### src/rtl/tlb_maint_unit_if.sv
// -----------------------------------------------------------------------------
// tlb_maint_unit_if
// Request handshake between the commit stage (master) and the TLB maintenance
// unit (slave).
//
// Handshake: the master raises req_valid_i with a stable op and operands and
// holds them until it sees req_valid_i && req_ready_o on a rising clock edge;
// that edge is the acceptance edge. req_ready_o never depends on req_valid_i.
//
// Signals:
//   req_valid_i    - maintenance op offered
//   req_ready_o    - unit can accept an op this cycle
//   req_op_i       - 0=SRCH 1=RD 2=WR 3=FILL 4=INV, 5..7 illegal
//   req_inv_op_i   - INVTLB op field
//   req_inv_asid_i - INVTLB ASID operand
//   req_inv_vpn_i  - INVTLB VPN operand
// -----------------------------------------------------------------------------
interface tlb_maint_unit_if;
    logic        req_valid_i;
    logic        req_ready_o;
    logic [2:0]  req_op_i;
    logic [4:0]  req_inv_op_i;
    logic [9:0]  req_inv_asid_i;
    logic [18:0] req_inv_vpn_i;

    modport master (
        output req_valid_i, req_op_i, req_inv_op_i, req_inv_asid_i, req_inv_vpn_i,
        input  req_ready_o
    );

    modport slave (
        input  req_valid_i, req_op_i, req_inv_op_i, req_inv_asid_i, req_inv_vpn_i,
        output req_ready_o
    );
endinterface

### src/rtl/tlb_maint_unit.sv
// -----------------------------------------------------------------------------
// tlb_maint_unit
// Sequences one TLB maintenance instruction (TLBSRCH, TLBRD, TLBWR, TLBFILL,
// INVTLB) at a time: latches the op and the CSR snapshot on acceptance, pulses
// one MMU enable, samples the MMU response one cycle later for SRCH/RD, and
// produces one-cycle CSR write-back and done pulses.
//
// Ports:
//   clk, rst                 - clock, synchronous active-high reset
//   bus (slave)              - request handshake and INVTLB operands
//   csr_*_i                  - current CSR values, snapshotted at acceptance
//   *_en_o                   - one-cycle MMU command strobes (ISSUE state)
//   rand_idx_o               - free-running index, frozen for an in-flight FILL
//   tlbehi_o..invtlb_vpn_o   - latched operands toward the MMU
//   tlbsrch_*_i, rd_*_i      - MMU responses, valid in the WAIT cycle
//   done_o, exc_ine_o        - completion / illegal-instruction pulse (RESP)
//   csr_*_we_o, csr_*_wd_o   - CSR write-back, valid only in RESP
//   dbg_state                - current FSM state
// -----------------------------------------------------------------------------
module tlb_maint_unit #(
    parameter int  TLB_ENTRY_NUM = 32,
    localparam int IDXW = $clog2(TLB_ENTRY_NUM)
) (
    input  logic              clk,
    input  logic              rst,
    tlb_maint_unit_if.slave   bus,

    input  logic [31:0]       csr_tlbehi_i,
    input  logic [31:0]       csr_tlbelo0_i,
    input  logic [31:0]       csr_tlbelo1_i,
    input  logic [31:0]       csr_tlbidx_i,
    input  logic [5:0]        csr_ecode_i,

    output logic              tlbsrch_en_o,
    output logic              tlbrd_en_o,
    output logic              tlbwr_en_o,
    output logic              tlbfill_en_o,
    output logic              invtlb_en_o,
    output logic [IDXW-1:0]   rand_idx_o,
    output logic [31:0]       tlbehi_o,
    output logic [31:0]       tlbelo0_o,
    output logic [31:0]       tlbelo1_o,
    output logic [31:0]       tlbidx_o,
    output logic [5:0]        ecode_o,
    output logic [4:0]        invtlb_op_o,
    output logic [9:0]        invtlb_asid_o,
    output logic [18:0]       invtlb_vpn_o,

    input  logic              tlbsrch_found_i,
    input  logic [IDXW-1:0]   tlbsrch_idx_i,
    input  logic [31:0]       rd_tlbehi_i,
    input  logic [31:0]       rd_tlbelo0_i,
    input  logic [31:0]       rd_tlbelo1_i,
    input  logic [31:0]       rd_tlbidx_i,
    input  logic [9:0]        rd_tlbasid_i,

    output logic              done_o,
    output logic              exc_ine_o,
    output logic              csr_tlbidx_we_o,
    output logic              csr_tlbehi_we_o,
    output logic              csr_tlbelo_we_o,
    output logic              csr_asid_we_o,
    output logic [31:0]       csr_tlbidx_wd_o,
    output logic [31:0]       csr_tlbehi_wd_o,
    output logic [31:0]       csr_tlbelo0_wd_o,
    output logic [31:0]       csr_tlbelo1_wd_o,
    output logic [9:0]        csr_asid_wd_o,

    output logic [1:0]        dbg_state
);

    localparam logic [2:0] OP_SRCH = 3'd0;
    localparam logic [2:0] OP_RD   = 3'd1;
    localparam logic [2:0] OP_WR   = 3'd2;
    localparam logic [2:0] OP_FILL = 3'd3;
    localparam logic [2:0] OP_INV  = 3'd4;

    typedef enum logic [1:0] {
        IDLE  = 2'd0,
        ISSUE = 2'd1,
        WAIT  = 2'd2,
        RESP  = 2'd3
    } state_t;

    state_t          state;
    logic [2:0]      op_q;
    logic            ill_q;
    logic [IDXW-1:0] cnt;
    logic [IDXW-1:0] fill_idx_q;
    logic            fill_busy;
    logic            illegal_req;

    // Only PS and NE of the read-back index are architecturally meaningful.
    logic unused_rd_bits;
    assign unused_rd_bits = ^{rd_tlbidx_i[30], rd_tlbidx_i[23:0]};

    assign illegal_req = (bus.req_op_i > OP_INV) ||
                         ((bus.req_op_i == OP_INV) && (bus.req_inv_op_i > 5'd6));

    assign bus.req_ready_o = (state == IDLE) && !rst;
    assign dbg_state       = state;

    // The replacement index tracks the counter, except while a FILL is in
    // flight, when it shows the value captured at acceptance.
    assign rand_idx_o = fill_busy ? fill_idx_q : cnt;

    always_ff @(posedge clk) begin
        if (rst) begin
            cnt <= '0;
        end else if (cnt == IDXW'(TLB_ENTRY_NUM - 1)) begin
            cnt <= '0;
        end else begin
            cnt <= cnt + 1'b1;
        end
    end

    always_ff @(posedge clk) begin
        if (rst) begin
            state            <= IDLE;
            op_q             <= '0;
            ill_q            <= 1'b0;
            fill_idx_q       <= '0;
            fill_busy        <= 1'b0;
            tlbsrch_en_o     <= 1'b0;
            tlbrd_en_o       <= 1'b0;
            tlbwr_en_o       <= 1'b0;
            tlbfill_en_o     <= 1'b0;
            invtlb_en_o      <= 1'b0;
            tlbehi_o         <= '0;
            tlbelo0_o        <= '0;
            tlbelo1_o        <= '0;
            tlbidx_o         <= '0;
            ecode_o          <= '0;
            invtlb_op_o      <= '0;
            invtlb_asid_o    <= '0;
            invtlb_vpn_o     <= '0;
            done_o           <= 1'b0;
            exc_ine_o        <= 1'b0;
            csr_tlbidx_we_o  <= 1'b0;
            csr_tlbehi_we_o  <= 1'b0;
            csr_tlbelo_we_o  <= 1'b0;
            csr_asid_we_o    <= 1'b0;
            csr_tlbidx_wd_o  <= '0;
            csr_tlbehi_wd_o  <= '0;
            csr_tlbelo0_wd_o <= '0;
            csr_tlbelo1_wd_o <= '0;
            csr_asid_wd_o    <= '0;
        end else begin
            // Strobes and write-back default low; each is raised for exactly
            // the one cycle that follows the edge that sets it.
            tlbsrch_en_o     <= 1'b0;
            tlbrd_en_o       <= 1'b0;
            tlbwr_en_o       <= 1'b0;
            tlbfill_en_o     <= 1'b0;
            invtlb_en_o      <= 1'b0;
            done_o           <= 1'b0;
            exc_ine_o        <= 1'b0;
            csr_tlbidx_we_o  <= 1'b0;
            csr_tlbehi_we_o  <= 1'b0;
            csr_tlbelo_we_o  <= 1'b0;
            csr_asid_we_o    <= 1'b0;
            csr_tlbidx_wd_o  <= '0;
            csr_tlbehi_wd_o  <= '0;
            csr_tlbelo0_wd_o <= '0;
            csr_tlbelo1_wd_o <= '0;
            csr_asid_wd_o    <= '0;

            case (state)
                IDLE: begin
                    if (bus.req_valid_i) begin
                        op_q          <= bus.req_op_i;
                        tlbehi_o      <= csr_tlbehi_i;
                        tlbelo0_o     <= csr_tlbelo0_i;
                        tlbelo1_o     <= csr_tlbelo1_i;
                        tlbidx_o      <= csr_tlbidx_i;
                        ecode_o       <= csr_ecode_i;
                        invtlb_op_o   <= bus.req_inv_op_i;
                        invtlb_asid_o <= bus.req_inv_asid_i;
                        invtlb_vpn_o  <= bus.req_inv_vpn_i;
                        if (bus.req_op_i == OP_FILL) begin
                            fill_idx_q <= cnt;
                            fill_busy  <= 1'b1;
                        end
                        if (illegal_req) begin
                            // No MMU command; WAIT serves as the single hold
                            // cycle so the exception keeps a latency of 2.
                            ill_q <= 1'b1;
                            state <= WAIT;
                        end else begin
                            ill_q <= 1'b0;
                            state <= ISSUE;
                            case (bus.req_op_i)
                                OP_SRCH: tlbsrch_en_o <= 1'b1;
                                OP_RD:   tlbrd_en_o   <= 1'b1;
                                OP_WR:   tlbwr_en_o   <= 1'b1;
                                OP_FILL: tlbfill_en_o <= 1'b1;
                                default: invtlb_en_o  <= 1'b1;
                            endcase
                        end
                    end
                end

                ISSUE: begin
                    if (op_q == OP_SRCH || op_q == OP_RD) begin
                        state <= WAIT;
                    end else begin
                        state  <= RESP;
                        done_o <= 1'b1;
                    end
                end

                WAIT: begin
                    state     <= RESP;
                    done_o    <= 1'b1;
                    exc_ine_o <= ill_q;
                    if (!ill_q && op_q == OP_SRCH) begin
                        csr_tlbidx_we_o <= 1'b1;
                        if (tlbsrch_found_i) begin
                            csr_tlbidx_wd_o <= {1'b0, tlbidx_o[30:IDXW], tlbsrch_idx_i};
                        end else begin
                            csr_tlbidx_wd_o <= {1'b1, tlbidx_o[30:0]};
                        end
                    end else if (!ill_q && op_q == OP_RD) begin
                        csr_tlbidx_we_o <= 1'b1;
                        csr_tlbehi_we_o <= 1'b1;
                        csr_tlbelo_we_o <= 1'b1;
                        csr_asid_we_o   <= 1'b1;
                        if (!rd_tlbidx_i[31]) begin
                            csr_tlbidx_wd_o  <= {1'b0, tlbidx_o[30], rd_tlbidx_i[29:24],
                                                 tlbidx_o[23:0]};
                            csr_tlbehi_wd_o  <= rd_tlbehi_i;
                            csr_tlbelo0_wd_o <= rd_tlbelo0_i;
                            csr_tlbelo1_wd_o <= rd_tlbelo1_i;
                            csr_asid_wd_o    <= rd_tlbasid_i;
                        end else begin
                            // Invalid entry: clear the entry CSRs, PS=0, NE=1.
                            csr_tlbidx_wd_o  <= {1'b1, tlbidx_o[30], 6'd0, tlbidx_o[23:0]};
                        end
                    end
                end

                RESP: begin
                    state     <= IDLE;
                    fill_busy <= 1'b0;
                end

                default: state <= IDLE;
            endcase
        end
    end

endmodule

### src/flat_wrapper.sv
// flat-port wrapper written by rule: the top's interface ports become plain ports
module tlb_maint_unit_flat 
#(
    parameter int  TLB_ENTRY_NUM = 32,
    localparam int IDXW = $clog2(TLB_ENTRY_NUM)
)
  (clk, rst, csr_tlbehi_i, csr_tlbelo0_i, csr_tlbelo1_i, csr_tlbidx_i, csr_ecode_i, tlbsrch_en_o, tlbrd_en_o, tlbwr_en_o, tlbfill_en_o, invtlb_en_o, rand_idx_o, tlbehi_o, tlbelo0_o, tlbelo1_o, tlbidx_o, ecode_o, invtlb_op_o, invtlb_asid_o, invtlb_vpn_o, tlbsrch_found_i, tlbsrch_idx_i, rd_tlbehi_i, rd_tlbelo0_i, rd_tlbelo1_i, rd_tlbidx_i, rd_tlbasid_i, done_o, exc_ine_o, csr_tlbidx_we_o, csr_tlbehi_we_o, csr_tlbelo_we_o, csr_asid_we_o, csr_tlbidx_wd_o, csr_tlbehi_wd_o, csr_tlbelo0_wd_o, csr_tlbelo1_wd_o, csr_asid_wd_o, dbg_state, bus_req_valid_i, bus_req_op_i, bus_req_inv_op_i, bus_req_inv_asid_i, bus_req_inv_vpn_i, bus_req_ready_o);
  tlb_maint_unit_if bus_i ();
  input  logic clk;
  input  logic rst;
  input  logic [31:0] csr_tlbehi_i;
  input  logic [31:0] csr_tlbelo0_i;
  input  logic [31:0] csr_tlbelo1_i;
  input  logic [31:0] csr_tlbidx_i;
  input  logic [5:0] csr_ecode_i;
  output logic tlbsrch_en_o;
  output logic tlbrd_en_o;
  output logic tlbwr_en_o;
  output logic tlbfill_en_o;
  output logic invtlb_en_o;
  output logic [IDXW-1:0] rand_idx_o;
  output logic [31:0] tlbehi_o;
  output logic [31:0] tlbelo0_o;
  output logic [31:0] tlbelo1_o;
  output logic [31:0] tlbidx_o;
  output logic [5:0] ecode_o;
  output logic [4:0] invtlb_op_o;
  output logic [9:0] invtlb_asid_o;
  output logic [18:0] invtlb_vpn_o;
  input  logic tlbsrch_found_i;
  input  logic [IDXW-1:0] tlbsrch_idx_i;
  input  logic [31:0] rd_tlbehi_i;
  input  logic [31:0] rd_tlbelo0_i;
  input  logic [31:0] rd_tlbelo1_i;
  input  logic [31:0] rd_tlbidx_i;
  input  logic [9:0] rd_tlbasid_i;
  output logic done_o;
  output logic exc_ine_o;
  output logic csr_tlbidx_we_o;
  output logic csr_tlbehi_we_o;
  output logic csr_tlbelo_we_o;
  output logic csr_asid_we_o;
  output logic [31:0] csr_tlbidx_wd_o;
  output logic [31:0] csr_tlbehi_wd_o;
  output logic [31:0] csr_tlbelo0_wd_o;
  output logic [31:0] csr_tlbelo1_wd_o;
  output logic [9:0] csr_asid_wd_o;
  output logic [1:0] dbg_state;
  input wire logic [$bits(bus_i.req_valid_i)-1:0] bus_req_valid_i;
  input wire logic [$bits(bus_i.req_op_i)-1:0] bus_req_op_i;
  input wire logic [$bits(bus_i.req_inv_op_i)-1:0] bus_req_inv_op_i;
  input wire logic [$bits(bus_i.req_inv_asid_i)-1:0] bus_req_inv_asid_i;
  input wire logic [$bits(bus_i.req_inv_vpn_i)-1:0] bus_req_inv_vpn_i;
  output wire logic [$bits(bus_i.req_ready_o)-1:0] bus_req_ready_o;
  assign bus_i.req_valid_i = bus_req_valid_i;
  assign bus_i.req_op_i = bus_req_op_i;
  assign bus_i.req_inv_op_i = bus_req_inv_op_i;
  assign bus_i.req_inv_asid_i = bus_req_inv_asid_i;
  assign bus_i.req_inv_vpn_i = bus_req_inv_vpn_i;
  assign bus_req_ready_o = bus_i.req_ready_o;
  tlb_maint_unit #(.TLB_ENTRY_NUM(TLB_ENTRY_NUM)) u_core (.clk(clk), .rst(rst), .bus(bus_i), .csr_tlbehi_i(csr_tlbehi_i), .csr_tlbelo0_i(csr_tlbelo0_i), .csr_tlbelo1_i(csr_tlbelo1_i), .csr_tlbidx_i(csr_tlbidx_i), .csr_ecode_i(csr_ecode_i), .tlbsrch_en_o(tlbsrch_en_o), .tlbrd_en_o(tlbrd_en_o), .tlbwr_en_o(tlbwr_en_o), .tlbfill_en_o(tlbfill_en_o), .invtlb_en_o(invtlb_en_o), .rand_idx_o(rand_idx_o), .tlbehi_o(tlbehi_o), .tlbelo0_o(tlbelo0_o), .tlbelo1_o(tlbelo1_o), .tlbidx_o(tlbidx_o), .ecode_o(ecode_o), .invtlb_op_o(invtlb_op_o), .invtlb_asid_o(invtlb_asid_o), .invtlb_vpn_o(invtlb_vpn_o), .tlbsrch_found_i(tlbsrch_found_i), .tlbsrch_idx_i(tlbsrch_idx_i), .rd_tlbehi_i(rd_tlbehi_i), .rd_tlbelo0_i(rd_tlbelo0_i), .rd_tlbelo1_i(rd_tlbelo1_i), .rd_tlbidx_i(rd_tlbidx_i), .rd_tlbasid_i(rd_tlbasid_i), .done_o(done_o), .exc_ine_o(exc_ine_o), .csr_tlbidx_we_o(csr_tlbidx_we_o), .csr_tlbehi_we_o(csr_tlbehi_we_o), .csr_tlbelo_we_o(csr_tlbelo_we_o), .csr_asid_we_o(csr_asid_we_o), .csr_tlbidx_wd_o(csr_tlbidx_wd_o), .csr_tlbehi_wd_o(csr_tlbehi_wd_o), .csr_tlbelo0_wd_o(csr_tlbelo0_wd_o), .csr_tlbelo1_wd_o(csr_tlbelo1_wd_o), .csr_asid_wd_o(csr_asid_wd_o), .dbg_state(dbg_state));
endmodule
### config.mk
export PLATFORM = sky130hd
export DESIGN_NAME = tlb_maint_unit_flat
export DESIGN_NICKNAME = d
export VERILOG_FILES = /design/src/rtl/tlb_maint_unit_if.sv /design/src/rtl/tlb_maint_unit.sv /design/src/flat_wrapper.sv
export SDC_FILE = /design/constraint.sdc
export NUM_CORES = 1
export LEC_CHECK = 0
export CORE_AREA = 2 2 251 253
export CTS_CLUSTER_DIAMETER = 100
export DETAILED_ROUTE_END_ITERATION = 6
export DIE_AREA = 0 0 253 255
export PLACE_DENSITY = 0.55
export SYNTH_ARGS = -nofsm -noshare
export SYNTH_HDL_FRONTEND = slang
export SYNTH_SLANG_ARGS = --single-unit
### constraint.sdc
create_clock -name clk -period 4.2 [get_ports clk]
set_input_delay 0.84 -clock clk [delete_from_list [all_inputs] [get_ports clk]]
set_output_delay 0.84 -clock clk [all_outputs]
set_load 0.02 [all_outputs]
==> results.md <==
* Setup TNS at 0 ps
* Crit path capture: bus_req_ready_o
* Longest individual stage delay on the worst path at 620 ps
* PnR Total Power at 9.295 mW
* Final hold vios at 0
* P per Cell Area at 486.6 nW/um2
* Final Max Tran Viols at 0
* Chip height at 255 um
* Clock Tree Buf Depth at 3
* XOR/XNOR share of the synthesized area at 0.1633%
* # DRC at 0
* Total Wirelength at 46520 um
* Area leader, netlist: dfxtp_1
* Crit-path max FO at 5
* Initial antenna violation count at 12
* Reg-to-reg critical path endpoint: u_core.csr_asid_wd_o[4]$_SDFF_PP0_
* Placer Congestion at 0.7557
* CTS clk-pin slew, worst paths at 60 ps
* Hold Buf Count CTS at 0
* Horiz. Die Dim at 253 um
* Synthesized cell area at 10730 um2
* R2r setup slk at 1690 ps
* Number of synthesized register bits at 332
* Crit path capture type: output pin
* Status: complete, no violations
* Simple-Gate Fraction of Synth Area at 22.30%
* Mux share of post-synthesis cell area at 1.458%
* Share of the synthesized area in the top cell type at 61.95%
* Largest net degree at the start of global routing at 153
* Final Setup Violations at 0
* CTS root buf: clkbuf_16
* Distinct cells, synth at 34
* Share of the yosys chip area belonging to registers at 61.95%
* TritonCTS buffer count at 41
* TritonCTS clock tree: done
* Worst Skew at 24.39 ps
* Clk sinks at 332
* Worst path required time at 3360 ps
* Die ar. at 64520 um2
* Wire per inst at 18.00 um
* Adder-Cell Fraction of Synth Area at 0.8164%
* CP max stage cell: clkdlybuf4s50_1
* First-pass GRT wire length at 65450 um
* Cell Chain, Critical Path: inv_1 -> ha_1 -> nor2b_1 -> clkdlybuf4s50_1
* Crit. Startpoint: u_core.dbg_state[1]$_SDFFE_PP0P_
* ANT nets after route at 0
* GRT Total Usage at 13.52%
* Crit path DAT at 2100 ps
* Most frequent cells in the layout: clkdlybuf4s50_1, nand2_1, dfxtp_1, a21oi_1, and3_1
* Synth top area cells: dfxtp_1, nand2_1, a21oi_1
* Synth Warn # at 0
* Number of global-route vias before repair at 10310
* Core Rows at 92
* Minimum clock period at 2937 ps
* Layout cells sized above 1 at 5.449%
* H-Tree Depth at 2
* Fin crit share at 69.93%
* RSZ-0062 raised after global routing: no
* Vias at 10290
* Avg Cell Area, Syn at 9.193 um2
* CTS resizes at 0
* IO Pins at 643
* Total setup buffers inserted after CTS at 0
* Starting Density at 17.26%
* HPWL after DPL at 34650 um
* Nets at 2079
* Critical R2R Launch: u_core.dbg_state[0]$_SDFFE_PP0P_
* Combinational family with the most area after synthesis: simple AND/OR/NAND/NOR gates
* Worst VDD drop at 0.3282 mV
* Setup CP Type: flip-flop to output pin
* Syn nets at 1492
* DR iter-0 viols at 341
* Worst-Skew Late Latency at 550 ps
* Worst-Margin Slew at 994.0 ps
* CP Launch Type: flip-flop
* Hold/Removal Path Class: flip-flop to flip-flop
* P&R area growth vs syn at 78.05%
* Pre-antenna DRT Iters at 6
* Total grt overflow at 0
* Cells after Synth at 1167
* Vias per std cell at 3.981
* Worst rel slew slack at 33.59%
* Worst reg2reg path depth at 7
* Most common cell after layout, fill and taps aside: clkdlybuf4s50_1
* Max Cap Viol at 0
* IO Port Bufs at 617
* Peak Freq at 0.3405 GHz
* Core area at 62160 um2
* Synth Area in Compound Gates at 8.829%
* Pleak at 7.404 nW
==> how the worst min path moves through the flow <==
stage                                            startpoint                           endpoint  cells after the start
after CTS                         u_core.ill_q$_SDFFE_PP0N_        u_core.exc_ine_o$_SDFF_PP0_                      2
after global placement     u_core.tlbelo1_o[6]$_SDFFE_PP0N_   u_core.tlbelo1_o[6]$_SDFFE_PP0N_                      2
after global routing      u_core.tlbelo0_o[15]$_SDFFE_PP0N_  u_core.tlbelo0_o[15]$_SDFFE_PP0N_                      2
after detailed placement  u_core.tlbelo1_o[21]$_SDFFE_PP0N_  u_core.tlbelo1_o[21]$_SDFFE_PP0N_                      2
after floorplan                   u_core.ill_q$_SDFFE_PP0N_        u_core.exc_ine_o$_SDFF_PP0_                      2
final                             u_core.ill_q$_SDFFE_PP0N_        u_core.exc_ine_o$_SDFF_PP0_                      2
==> area by class of cell <==
cell class / count / area (um2)
Timing Repair Buffer: 634 / 6367
Clock inverter: 14 / 217.7
Inverter: 7 / 27.53
Tap cell: 799 / 999.7
Antenna cell: 5 / 12.51
Clock buffer: 55 / 1211
Sequential cell: 332 / 6646
Fill cell: 6479 / 43060
Multi-Input combinational cell: 738 / 3618
==> critical path: cells and delay by family (launching register included) <==
family        cells  cell delay [ps]
flops             1              350
fa+ha+maj         1              280
simple gates      1              160
buf+inv           2              750
==> kinds of logic after synthesis <==
logic type	count (synthesis)
AOI/OAI and AO/OA	187
DFF	332
xor gates and xnor gates	2
buffers and inverters	97
adders and majority gates	7
muxes	15
and+or+nand+nor	527
==> where the power goes <==
group / switching [mW] / internal (mW) / leakage, nW
registers: 0.151 / 3.40 / 2.70
logic: 1.11 / 0.890 / 4.00
clock network: 1.42 / 2.33 / 0.706
total: 2.68 / 6.62 / 7.40
==> synthesized netlist by cell type <==
master	count
nand2_1	346
dfxtp_1	332
a21oi_1	182
and3_1	107
clkbuf_1	61
and2_1	22
nor2_1	20
buf_2	12
buf_6	11
mux2i_1	10
nor2b_1	9
ha_1	7
inv_1	6
buf_4	5
mux2_2	5
nor3_1	5
nor3b_1	4
nand2b_1	3
nand3_1	3
nand4_1	2
nor4_1	2
a211oi_1	1
a31o_2	1
a31oi_1	1
buf_1	1
inv_2	1
nand2b_4	1
nor3_2	1
o2111ai_1	1
o21ai_0	1
or3_1	1
or4_4	1
xnor2_1	1
xor2_1	1
==> sequential cells by signal, indices dropped and copies added (netlist names), 32 cells and up <==
| signal | flops |
|---|---|
| u_core.tlbehi_o | 32 |
| u_core.tlbidx_o | 32 |
| u_core.csr_tlbehi_wd_o | 32 |
| u_core.tlbelo0_o | 32 |
| u_core.csr_tlbelo0_wd_o | 32 |
| u_core.csr_tlbidx_wd_o | 32 |
| u_core.csr_tlbelo1_wd_o | 32 |
| u_core.tlbelo1_o | 32 |
==> routing by layer <==
metal  global-route usage (%)  share of wire [%]  up-vias
li1                         -                  -     4995
met1                    13.88                 36     4737
met2                    24.07                 50      465
met3                    5.878                 10       84
met4                    5.579                3.2        6
met5                        0              0.080        -
==> metrics by stage <==
step	utilization, %	setup WS, ps	instances	hold slack, ps	cell area [um2]
floorplan	-	1854	1167	420.9	10730
global placement	28.41	1152	2510	440.8	17660
detailed placement	28.41	1119	2510	445.8	17660
CTS	30.71	1193	2579	446.4	19090
global route	30.72	1101	2582	470.5	19100
finish	30.73	1263	2584	445.9	19100
Power figures use the tool's default switching activity.
